## src/rtl/switch_allocator.sv

```systemverilog
// Credit-based wormhole switch allocator for a 5-port mesh router: one round-robin
// arbiter per output, head-to-tail output locking and per-output downstream credits.
module switch_allocator #(
  parameter int CREDITS = 4,
  parameter int CW      = $clog2(CREDITS + 1)
) (
  input  logic        clk,
  input  logic        rst,
  input  logic [4:0]  req_valid,
  input  logic [24:0] req_dst,
  input  logic [4:0]  req_tail,
  input  logic [4:0]  credit_in,
  output logic [4:0]  grant,
  output logic [24:0] xbar_sel,
  output logic [4:0]  out_valid
);

  typedef enum logic {IDLE, LOCKED} lock_state_t;

  localparam logic [CW-1:0] CRED_MAX = CW'(CREDITS);

  lock_state_t       state [5];
  logic [2:0]        owner [5];
  logic [2:0]        ptr   [5];
  logic [CW-1:0]     cred  [5];

  logic [4:0][4:0]   cand;
  logic [4:0][4:0]   sel;
  logic [4:0][2:0]   gidx;
  logic [4:0]        xfer;
  logic [4:0]        xfer_tail;
  logic [4:0]        dst_ok;

  function automatic logic onehot5(input logic [4:0] d);
    return (d != 5'd0) && ((d & (d - 5'd1)) == 5'd0);
  endfunction

  function automatic logic [2:0] enc5(input logic [4:0] oh);
    logic [2:0] r;
    r = '0;
    for (int i = 0; i < 5; i++)
      if (oh[i]) r = 3'(i);
    return r;
  endfunction

  // First candidate at or after p, wrapping 4 -> 0.
  function automatic logic [4:0] rr_pick(input logic [4:0] c, input logic [2:0] p);
    logic [4:0] r;
    logic       found;
    logic [2:0] idx;
    r     = '0;
    found = 1'b0;
    for (int k = 0; k < 5; k++) begin
      idx = 3'((int'(p) + k) % 5);
      if (!found && c[idx]) begin
        r[idx] = 1'b1;
        found  = 1'b1;
      end
    end
    return r;
  endfunction

  always_comb begin
    dst_ok    = '0;
    cand      = '0;
    sel       = '0;
    gidx      = '0;
    xfer      = '0;
    xfer_tail = '0;
    grant     = '0;
    xbar_sel  = '0;
    out_valid = '0;
    for (int i = 0; i < 5; i++)
      dst_ok[i] = req_valid[i] && onehot5(req_dst[5*i +: 5]);
    for (int o = 0; o < 5; o++) begin
      for (int i = 0; i < 5; i++)
        cand[o][i] = dst_ok[i] && req_dst[5*i + o];
      // A locked output serves only its owner; anyone else waits even if it idles.
      if (rst && cred[o] != '0) begin
        if (state[o] == LOCKED) begin
          if (cand[o][owner[o]]) sel[o][owner[o]] = 1'b1;
        end else begin
          sel[o] = rr_pick(cand[o], ptr[o]);
        end
      end
      gidx[o]            = enc5(sel[o]);
      xfer[o]            = |sel[o];
      xfer_tail[o]       = |(sel[o] & req_tail);
      xbar_sel[5*o +: 5] = sel[o];
      out_valid[o]       = xfer[o];
      grant              = grant | sel[o];
    end
  end

  always_ff @(posedge clk or negedge rst) begin
    if (!rst) begin
      for (int o = 0; o < 5; o++) begin
        state[o] <= IDLE;
        owner[o] <= '0;
        ptr[o]   <= '0;
        cred[o]  <= CRED_MAX;
      end
    end else begin
      for (int o = 0; o < 5; o++) begin
        if (xfer[o]) begin
          if (xfer_tail[o]) begin
            state[o] <= IDLE;
            ptr[o]   <= (gidx[o] == 3'd4) ? 3'd0 : gidx[o] + 3'd1;
          end else begin
            state[o] <= LOCKED;
            owner[o] <= gidx[o];
          end
        end
        // Simultaneous transfer and returned credit cancel out.
        if (xfer[o] && !credit_in[o])
          cred[o] <= cred[o] - CW'(1);
        else if (!xfer[o] && credit_in[o] && cred[o] != CRED_MAX)
          cred[o] <= cred[o] + CW'(1);
      end
    end
  end

endmodule

```

## config.mk

```make
export PLATFORM = sky130hd
export DESIGN_NAME = switch_allocator
export DESIGN_NICKNAME = d
export VERILOG_FILES = /design/src/rtl/switch_allocator.sv
export SDC_FILE = /design/constraint.sdc
export NUM_CORES = 1
export LEC_CHECK = 0
export ABC_AREA = 1
export CAP_MARGIN = 25
export CORE_MARGIN = 3
export CORE_UTILIZATION = 55
export DETAILED_ROUTE_END_ITERATION = 8
export GPL_ROUTABILITY_DRIVEN = 0
export PLACE_DENSITY = 0.73
export SLEW_MARGIN = 5
export SYNTH_ARGS = -nofsm -noshare
export SYNTH_HDL_FRONTEND = slang
export SYNTH_SLANG_ARGS = --single-unit
```

## constraint.sdc

```tcl
create_clock -name clk -period 13.3 [get_ports clk]
set_clock_uncertainty 0.15 [all_clocks]
set_input_delay 1.33 -clock clk [delete_from_list [all_inputs] [get_ports clk]]
set_output_delay 1.33 -clock clk [all_outputs]
set_load 0.03 [all_outputs]
```

==> metrics.yaml, run 1 <==
ctsHoldBuffers: 0
drc: 0
final_util: 0.621
ant_nets: 0
wl_per_cell_um: 13.4
slowest_delay_ps: 700
synth.net_count: 2346
dp_hpwl_um: 28000
yosys.cell_types.count: 60
drt-initial-drc-count: 1011
synth-main-ff-cell: "dfrtp_1"
cts_sinks: 50
setup_viol: 0
dieArea_mm2: 0.0239
r2r_slack_ps: 7160
htreeDepth: 2
port_buffers: 76
synth_top_family_by_area: "simple AND/OR/NAND/NOR gates"
clkSlewWorstSetupHoldPaths_ps: 80
relSlewSlack: 0.515
rsz0062_at_grt: "no"
ys_warn_count: 0
synthAdderAreaFrac: 0.132
dr.pass1.iters: 5
hold_ws_ps: 357
nNetsFinal: 2410
synthMuxAreaShare: 0
max_freq_mhz: 132
post_cts_resized: 0
start_kind: "flop"
grt_pass1_wl_um: 56200
crit_slowest_cell: "clkdlybuf4s50_1"
holdPathEnd: "cred[14]$_DFFE_PN1P_"
hold_depth: 2
clock_latency_ps: 310
core_area_mm2: 0.0214
syn_avg_cell_area_um2: 5.56
cts_tree: "built"
min_from: "cred[14]$_DFFE_PN1P_"
cts_root_buf: "clkbuf_16"
netlist_area_mm2: 0.0121
status: "finished, final reports clean"
worstPathBufferInverterCount: 6
antenna_found_initial: 0
area_growth_pct: 9.42
reg2regPathDepth: 34
grt_max_degree: 55
r2r-start: "ptr[12]$_DFFE_PN0P_"
die_h_um: 154
critPathCaptureType: "output pin"
wl_um: 33800
r2r_end: "cred[14]$_DFFE_PN1P_"
drv_cap: 0
die_w_um: 154
multi_input_area_mm2: 0.00930
fp-row-count: 53
seq_area_frac_synth: 0.104
first_global_vias: 12100
boundaryPins: 77
vias_per_cell: 5.36
synth_compound_area_frac: 0.0973
n_antenna_cell: 0
synth-xor-area-share: 0.0235
start_util: 0.568
synth-async-reset-ratio: 1.00
syn_inst: 2181
cts_buffers: 5
hold_viol: 0
route.vias.total: 13500
ff_latch_area_mm2: 0.00126
placed_cell_area_mm2: 0.0131
fill_cells: 2200
crit_required_ps: 11820
drv_slew: 0
grt.total_usage: 0.277
drive_above_1_share: 0.0824
yosys.area_share.simple: 0.515
cts_buffer_depth: 2
worst_pin_slew_ps: 728
cp.depth: 29
timing.final.crit_share: 0.568
postLayoutCellArea_mm2: 0.0133
synth_edf_count: 0
crit_top_cell: "nand2_1"
hp-class: "flop to flop"
crit_arrival_ps: 6070
post_cts_buffers: 0
grt_overflow: 0
critical_path.top_delay_family: "simple AND/OR/NAND/NOR gates"
finalSetupTns_ps: 0
crit_fanout: 16
post-route-min-period_ps: 7550
worst-setup-path-type: "flop to output pin"
synth-seq-cells: 50
worst register-to-register path, delay by kind of cell (launching register included):
family | cells | cell delay, ps
and+or+nand+nor | 23 | 2560
adders and majority gates | 4 | 1440
DFF | 1 | 690
xor gates and xnor gates | 1 | 280
buffers and inverters | 6 | 930
Yosys cell counts (3+ instances only):
cell / count / area, µm²
buf_4: 11 / 82.6
inv_1: 339 / 1270
o211ai_1: 4 / 30.0
ha_1: 115 / 1440
a21oi_2: 12 / 105
nor2_2: 9 / 56.3
nor3_1: 45 / 225
and2_1: 4 / 25.0
or2_2: 4 / 25.0
a21o_1: 5 / 37.5
o21ai_0: 54 / 270
nand4_1: 71 / 444
nand3_1: 212 / 1060
nand2_2: 60 / 375
o21bai_1: 5 / 37.5
a21oi_1: 44 / 220
nand3b_1: 11 / 82.6
a31oi_1: 7 / 43.8
xor2_1: 24 / 210
nand2_4: 7 / 78.8
clkinv_1: 4 / 15.0
fa_1: 8 / 160
or2_1: 3 / 18.8
o21ai_1: 45 / 225
nor2_4: 12 / 135
nand3_2: 12 / 120
dfstp_2: 5 / 131
a221oi_1: 3 / 26.3
dfrtp_1: 45 / 1130
nand2_1: 700 / 2630
nor2_1: 221 / 830
buf_6: 3 / 33.8
a22oi_1: 3 / 22.5
inv_2: 32 / 120
o31ai_1: 3 / 22.5
o21ai_2: 6 / 52.6
clkbuf_1: 5 / 18.8
kinds of logic after synthesis:
family | Yosys count
AO/OA/AOI/OAI | 200
XOR/XNOR | 28
adder cells (fa/ha/maj) | 123
buffers and inverters | 397
flip-flops | 50
AND/OR/NAND/NOR | 1383
per-stage QoR:
stage / instances / setup slack (ps)
final: 2521 / 5750
after global routing: 2521 / 5260
after CTS: 2521 / 5800
after detailed placement: 2513 / 6130
after global placement: 2513 / 6420
after floorplan: 2181 / 7450
layout make-up:
class / count / area share
multi-input cells: 1734 / 0.701
inverters: 377 / 0.107
flip-flops and latches: 50 / 0.0948
repair buffers: 77 / 0.0576
well taps: 275 / 0.0260
clock buffers: 5 / 0.00944
clock inverters: 3 / 0.00368
routing by layer:
| metal | track usage | part of all wire | vias up |
|---|---|---|---|
| met2 | 0.486 | 0.47 | 363 |
| met5 | 0 | 0 | - |
| met4 | 0.0576 | 0.015 | 0 |
| met1 | 0.373 | 0.46 | 6049 |
| met3 | 0.0241 | 0.058 | 42 |
| li1 | - | - | 7059 |
layout by cell type (no fill, tap or decap), types with 11 or more instances in the layout:
| cell type | Yosys | layout |
|---|---|---|
| inv_1 | 339 | 339 |
| nor3_1 | 45 | 45 |
| nand2_1 | 700 | 700 |
| nor2_4 | 12 | 12 |
| nand2_2 | 60 | 60 |
| nand3b_1 | 11 | 11 |
| o21ai_0 | 54 | 54 |
| xor2_1 | 24 | 24 |
| nand3_2 | 12 | 12 |
| a21oi_2 | 12 | 12 |
| a21oi_1 | 44 | 44 |
| clkdlybuf4s50_1 | 0 | 75 |
| nand4_1 | 71 | 71 |
| nor2_1 | 221 | 221 |
| ha_1 | 115 | 115 |
| dfrtp_1 | 45 | 45 |
| inv_2 | 32 | 32 |
| nand3_1 | 212 | 212 |
| o21ai_1 | 45 | 45 |
flip-flops by register name, summed over array words and instances, names as in the netlist:
name	flops
owner	15
cred	15
state	5
ptr	15
worst max-delay path by stage:
stage / from / end / slack [ps]
6_report: ptr[12]$_DFFE_PN0P_ / out_valid[0] / 5750
4_1_cts: ptr[12]$_DFFE_PN0P_ / out_valid[0] / 5800
5_1_grt: ptr[12]$_DFFE_PN0P_ / out_valid[0] / 5260
3_3_place_gp: ptr[12]$_DFFE_PN0P_ / out_valid[0] / 6420
3_5_place_dp: ptr[12]$_DFFE_PN0P_ / out_valid[0] / 6130
2_1_floorplan: ptr[12]$_DFFE_PN0P_ / grant[0] / 7450
Power of run 1 is not shown: default switching activity piles up to over one toggle a cycle in this logic, so the estimate is an artifact.
==> run 2, diff against run 1 <==
==> constraint.sdc (replaced) <==
create_clock -name clk -period 7.6 [get_ports clk]
set_clock_uncertainty 0.15 [all_clocks]
set_input_delay 0.76 -clock clk [delete_from_list [all_inputs] [get_ports clk]]
set_output_delay 0.76 -clock clk [all_outputs]
set_load 0.03 [all_outputs]
==> run 2 against run 1 <==
Against the previous run:
- final cell count is the same
- cell area shrank 0.17%
- die area is the same
- non-clock buffer count is the same
- sequential share of layout area is essentially flat
- critical endpoint is now grant[1]
- highest routed layer unchanged
- wire length grew 0.64%
- global-route usage shrank 0.059 points
- register-to-register slack lost 5700 ps
- critical path depth shrank 1
- utilization shrank 0.11 points
- count of clock-buffer cells in the layout grew 1
- first-iteration DRC count shrank 0.79%
==> metrics.yaml, run 2 (synthesis gave the netlist of run 1 again) <==
grt.total_usage: 0.277  # -0.000593
area_growth_pct: 9.23
clock_latency_ps: 300  # about the same
crit_required_ps: 6690  # -5130 ps
nNetsFinal: 2410  # unchanged
timing.final.crit_share: 0.921
drt-initial-drc-count: 1003  # -0.79%
max_freq_mhz: 143
core_area_mm2: 0.0214  # unchanged
setup_viol: 0  # unchanged
clkSlewWorstSetupHoldPaths_ps: 70  # about the same
final_common_cell: "nand2_1"
rsz0062_at_grt: "no"
post_cts_resized: 0  # unchanged
start_kind: "flop"
cts_tree: "built"
vias_per_cell: 5.35  # -0.20%
die_h_um: 154  # unchanged
die_w_um: 154  # unchanged
fill_cells: 2192  # -0.36%
ant_nets: 0  # unchanged
drc: 0  # unchanged
boundaryPins: 77  # unchanged
postLayoutCellArea_mm2: 0.0132  # -0.17%
cts_buffer_depth: 2  # unchanged
status: "finished, final reports clean"
drive_above_1_share: 0.0824  # unchanged
dr.pass1.iters: 6  # +1
crit_fanout: 16  # unchanged
n_antenna_cell: 0  # unchanged
dp_hpwl_um: 28200  # +0.75%
hold_viol: 0  # unchanged
worst-setup-path-type: "flop to output pin"
relSlewSlack: 0.504  # -0.0113
post_cts_buffers: 0  # unchanged
final_cell_mix: "nand2_1, inv_1, nor2_1"
final_util: 0.620  # -0.00106
multi_input_area_mm2: 0.00930  # unchanged
drv_slew: 0  # unchanged
antenna_found_initial: 0  # unchanged
grt_overflow: 0  # unchanged
post-route-min-period_ps: 7000
stdcell_count: 2521  # unchanged
hp-class: "input pin to asynchronous set/reset pin"
cts_buffers: 5  # unchanged
grt_max_degree: 30  # -45%
crit_slowest_cell: "dfrtp_1"
finalSetupTns_ps: 0  # unchanged
htreeDepth: 2  # unchanged
cts_root_buf: "clkbuf_16"
grt_pass1_wl_um: 56300  # +0.34%
ctsHoldBuffers: 0  # unchanged
dp_cells: 2513  # unchanged
start_util: 0.568  # unchanged
wl_um: 34100  # +0.64%
placed_cell_area_mm2: 0.0131  # unchanged
dieArea_mm2: 0.0239  # unchanged
slowest_delay_ps: 690  # about the same
port_buffers: 76  # unchanged
route.vias.total: 13500  # -0.20%
fp-row-count: 53  # unchanged
worst_pin_slew_ps: 742  # +14.3 ps
crit_arrival_ps: 6090  # +20 ps
drv_cap: 0  # unchanged
cts_sinks: 50  # unchanged
top_regs: "cred: 15 flops, owner: 15 flops, ptr: 15 flops"
ff_latch_area_mm2: 0.00126  # unchanged
wl_per_cell_um: 13.5  # +0.64%
first_global_vias: 12100  # -0.22%
critPathCaptureType: "output pin"
crit_top_cell: "nand2_1"
[run 2: cell count changes in the layout (fill, tap and decap cells not counted), sizes merged]
| cell | delta |
|---|---|
| inv | -1 |
| clkbuf | +1 |
| bufinv | -1 |
| clkinv | +1 |
[run 2: worst max-delay path, delay by kind of cell (launching register included)]
kind,cells,cell delay [ps]
adder cells (fa/ha/maj),3,1020
AND/OR/NAND/NOR,18,2270
flip-flops,1,690
XOR/XNOR,1,270
buffers and inverters,6,1530
[run 2: layer usage]
layer | global-route usage | part of all wire | vias to the layer above
met5 | 0 | 0 | -
met4 | 0.0669 | 0.020 | 0
met3 | 0.0313 | 0.063 | 55
met2 | 0.475 | 0.46 | 375
met1 | 0.372 | 0.45 | 6013
li1 | - | - | 7043
[run 2: worst paths after layout]
path | depth (start not counted) | startpoint | endpoint | slack, ps
setup / recovery | 28 | ptr[12]$_DFFE_PN0P_ | grant[1] | 600
hold / removal | 1 | rst | ptr[13]$_DFFE_PN0P_ | 340
setup reg to reg | 34 | ptr[12]$_DFFE_PN0P_ | cred[14]$_DFFE_PN1P_ | 1470
hold reg to reg | 2 | cred[14]$_DFFE_PN1P_ | cred[14]$_DFFE_PN1P_ | 360
max in group asynchronous | 2 | rst | cred[2]$_DFFE_PN1P_ | 6090
min in group clk | 2 | cred[14]$_DFFE_PN1P_ | cred[14]$_DFFE_PN1P_ | 360
[run 2: cell type report]
class	count	share of cell area
Inverter	377	0.107
Multi-Input combinational cell	1734	0.703
Timing Repair Buffer	77	0.0577
Tap cell	275	0.0260
Clock inverter	2	0.000945
Sequential cell	50	0.0950
Clock buffer	6	0.0105
[run 2: metrics by stage]
stage	worst slack (ps)	hold slack [ps]
2_1_floorplan	2270	314
3_3_place_gp	1310	338
3_5_place_dp	1030	341
4_1_cts	698	353
5_1_grt	119	391
6_report	600	343
Power of run 2 is left out for the same reason.
==> run 3, diff against run 2 <==
--- a/config.mk
+++ b/config.mk
@@ -9,9 +9,11 @@
 export CAP_MARGIN = 25
 export CORE_MARGIN = 3
 export CORE_UTILIZATION = 55
+export CTS_BUF_LIST = sky130_fd_sc_hd__clkbuf_8
 export DETAILED_ROUTE_END_ITERATION = 8
 export GPL_ROUTABILITY_DRIVEN = 0
-export PLACE_DENSITY = 0.73
+export PLACE_DENSITY = 0.75
+export REMOVE_ABC_BUFFERS = 1
 export SLEW_MARGIN = 5
 export SYNTH_ARGS = -nofsm -noshare
 export SYNTH_HDL_FRONTEND = slang
==> run 3 against run 2 <==
Against the previous run:
- setup slack worse by 34 ps
- via count grew 0.89%
- cell area shrank 0.24%
- wire length about the same
- maximum frequency decreased by 0.48%
==> metrics.yaml, run 3 (synthesis gave the netlist of run 1 again) <==
status: "finished, final reports clean"
relSlewSlack: 0.522  # +0.0184
slowest_delay_ps: 710  # +20 ps
crit_top_cell: "nand2_1"
grt_max_degree: 28  # -6.7%
crit_arrival_ps: 6120  # +30 ps
worst-setup-path-type: "flop to output pin"
setup_viol: 0  # unchanged
finalSetupTns_ps: 0  # unchanged
cts_tree: "built"
hold_ws_ps: 330  # -13.1 ps
r2r-start: "ptr[12]$_DFFE_PN0P_"
max_freq_mhz: 142  # -0.48%
hp-class: "input pin to asynchronous set/reset pin"
drv_slew: 0  # unchanged
wl_um: 34000  # about the same
die_h_um: 154  # unchanged
n_antenna_cell: 0  # unchanged
rsz0062_at_grt: "no"
dieArea_mm2: 0.0239  # unchanged
critical_path.top_delay_family: "simple AND/OR/NAND/NOR gates"
critPathLaunch: "ptr[12]$_DFFE_PN0P_"
start_kind: "flop"
hold_viol: 0  # unchanged
post-route-min-period_ps: 7030  # +33.8 ps
drt-initial-drc-count: 1029  # +2.6%
top_regs: "cred: 15 flops, owner: 15 flops, ptr: 15 flops"
port_buffers: 76  # unchanged
cts_buffers: 5  # unchanged
drc: 0  # unchanged
final_common_cell: "nand2_1"
ant_nets: 0  # unchanged
drive_above_1_share: 0.0828  # +0.000408
vias_per_cell: 5.39  # +0.85%
wl_per_cell_um: 13.5  # about the same
cts_sinks: 50  # unchanged
nNetsFinal: 2411  # +0.041%
drv_cap: 0  # unchanged
crit_required_ps: 6690  # about the same
crit_slowest_cell: "dfrtp_1"
grt_pass1_wl_um: 56500  # +0.28%
ctsHoldBuffers: 0  # unchanged
dr.pass1.iters: 6  # unchanged
die_w_um: 154  # unchanged
post_cts_buffers: 0  # unchanged
critPathCaptureType: "output pin"
crit_fanout: 16  # unchanged
cts_root_buf: "clkbuf_8"
first_global_vias: 12200  # +1.1%
antenna_found_initial: 0  # unchanged
clkSlewWorstSetupHoldPaths_ps: 120  # +50 ps
grt.total_usage: 0.278  # +0.00143
area_growth_pct: 8.97
fill_cells: 2149  # -2.0%
post_cts_resized: 0  # unchanged
fp-row-count: 53  # unchanged
dp_hpwl_um: 28100  # -0.19%
clock_latency_ps: 340  # +40 ps
boundaryPins: 77  # unchanged
start_util: 0.568  # unchanged
timing.final.crit_share: 0.926  # +0.00444
multi_input_area_mm2: 0.00930  # unchanged
ff_latch_area_mm2: 0.00126  # unchanged
htreeDepth: 2  # unchanged
final_cell_mix: "nand2_1, inv_1, nor2_1"
worstPathBufferInverterCount: 6  # unchanged
grt_overflow: 0  # unchanged
worst_pin_slew_ps: 714  # -27.5 ps
core_area_mm2: 0.0214  # unchanged
route.vias.total: 13600  # +0.89%
cts_buffer_depth: 2  # unchanged
run 3: cell types whose count changed in the layout (fill, tap and decap cells not counted):
cell / before / now
inv_6: 0 / 1
clkinvlp_4: 1 / 0
bufinv_16: 0 / 1
clkbuf_8: 1 / 5
clkbuf_16: 5 / 0
buf_4: 1 / 2
run 3: final timing paths:
check                                        to  cells after the start  slack (ps)
hold reg to reg            cred[14]$_DFFE_PN1P_                      2         360
max in group asynchronous   cred[2]$_DFFE_PN1P_                      2        6630
setup / recovery                   out_valid[0]                     29         570
min in group clk           cred[14]$_DFFE_PN1P_                      2         360
setup reg to reg           cred[14]$_DFFE_PN1P_                     34        1440
hold / removal              ptr[14]$_DFFE_PN0P_                      2         330
run 3: metrics by stage:
step	area [µm²]	utilization	setup slack [ps]	instances
final	13200	0.618	566	2522
after global routing	13200	0.618	32.7	2522
after CTS	13200	0.618	639	2522
after detailed placement	13100	0.613	1040	2514
after global placement	13100	0.613	1260	2514
after floorplan	12000	-	2170	2161
run 3: final cells by class:
class | instances | share of cell area
clock buffer | 5 | 0.00521
clock inverter | 3 | 0.00332
inverter | 377 | 0.108
multi-input combinational | 1734 | 0.704
sequential | 50 | 0.0952
tap | 275 | 0.0261
timing repair buffer | 78 | 0.0584
run 3: routing by layer:
| metal | track usage | up-vias | wire [µm] |
|---|---|---|---|
| met5 | 0 | - | 0 |
| li1 | - | 7061 | - |
| met1 | 0.363 | 6101 | 15200 |
| met3 | 0.0218 | 74 | 1830 |
| met4 | 0.101 | 0 | 1230 |
| met2 | 0.481 | 370 | 15700 |
Power of run 3 is left out for the same reason.
==> RTL edit, RTL diff (settings of run 2) <==
`CREDITS`: 4 -> 2.
--- a/src/rtl/switch_allocator.sv
+++ b/src/rtl/switch_allocator.sv
@@ -1,7 +1,7 @@
 // Credit-based wormhole switch allocator for a 5-port mesh router: one round-robin
 // arbiter per output, head-to-tail output locking and per-output downstream credits.
 module switch_allocator #(
-  parameter int CREDITS = 4,
+  parameter int CREDITS = 2,
   parameter int CW      = $clog2(CREDITS + 1)
 ) (
   input  logic        clk,
Check against the original RTL: not settled (the Yosys comparison gave no result); the edit may change what the design does.
==> RTL edit against run 2 <==
Sequential share of layout area down 0.27 points. Sequential cell count down 5. Final area down 7.3%. Routed wire length down 6.3%. Maximum frequency up 7.5%. Synthesized area down 8.3%. Worst setup slack better by 0.49 ns. Global-route usage up 0.93 points. Non-clock buffer count unchanged. First-iteration DRC count down 16%. Largest cell class unchanged.
Power is left out: the tool's default activity adds up to more than one toggle a clock period on the data nets, which glitch-free logic cannot reach.
==> RTL edit: results <==
[status]
status = "completed"

[cells_and_area]
multi_input_area_share = 0.7024
inverters = 326
clk_share = 0.01581
drive_gt1_frac = 0.09615
fin_nets = 2180
regArea_sq_um = 1132
reg_top3 = "owner: 15 flops, ptr: 15 flops, cred: 10 flops"
final-nonclk-buf-share = 0.06221
comb.multi_input.count = 1572
buffers = 77
area_delta_synth_final_pct = 10.44
final.fill_count = 2000

[global_route]
met1_usage = 0.3794
grt.met2_usage = 0.4862
grt_pass1_vias = 11360
grt_first_pass_wirelength_microns = 52690
grt_usage = 0.2860
grt_max_degree = 32
use_met3 = 0.03809

[die]
coreArea_sq_um = 19650

[sta]
max_clock_freq_mhz = 153.6
holdWs_ns = 0.2482
tightest_slew_ns = 0.5984
slew_violations = 0

[hold_path]
hp-class = "input port to async pin"

[drt]
drt_pass1_iterations = 5
viasPerCell = 5.399
route.met2.wl_microns = 14530
wl_per_cell_microns = 13.91
dr_wl_met3_microns = 2057
wl_met1_microns = 14500
drt_iter0_drc = 838
wl_microns = 31890

[critical_path]
cp_max_fo = 14
critical_path_arrival_ns = 5.60
worstRegToRegCells = 33
regToRegStartpoint = "ptr[6]"
criticalPathCategory = "flop to output port"
rrSetupSlack_ns = 2.40
reg2reg_to = "owner[8]"
crit_end = "grant[3]"

[place]
hpwl_microns = 26150
dp_cells = 2285
dpl_worst_slack_ns = 1.505
dpl_cell_area_sq_um = 12070

[synthesis]
ys_seq_area_frac = 0.1019
synth_area_leaders = "nand2_1, ha_1, inv_1"
ys_types = 65
synth-xor-area-share = 0.03942
avgSynthCellArea_sq_um = 5.662
synth_fp_nets = 2115
yosys-top-cells-count = "nand2_1, inv_1, nor2_1"
yosys.area_share.adder = 0.1264
synth_compound_area_frac = 0.1183

[clocking]
cts_sinks = 45
-- RTL edit: critical path: stages (launching register included) --
cell and delay, ns:
dfrtp_1 0.66, inv_1 0.29, ha_1 0.46, inv_1 0.16
ha_1 0.23, nor2_1 0.09, nand2_1 0.07, nand2_1 0.09
xor2_1 0.27, ha_1 0.22, inv_1 0.05, or2_2 0.26
nand2_1 0.10, nand3_1 0.15, nand2_2 0.15, nand2_1 0.06
nand2_1 0.07, nand2_1 0.05, nand2_1 0.06, nand2_1 0.07
and2_1 0.19, nand4_1 0.11, nand3_1 0.10, nand2_2 0.11
inv_2 0.07, nor3_1 0.35, nand3_1 0.17, clkdlybuf4s50_1 0.63
-- RTL edit: cells by family (layout without fill, tap and decap cells) --
logic type | count (synthesis) | count (layout)
adders and majority gates | 111 | 111
AOI/OAI and AO/OA | 214 | 214
buffers and inverters | 345 | 411
and+or+nand+nor | 1206 | 1206
xor gates and xnor gates | 41 | 41
DFF | 45 | 45
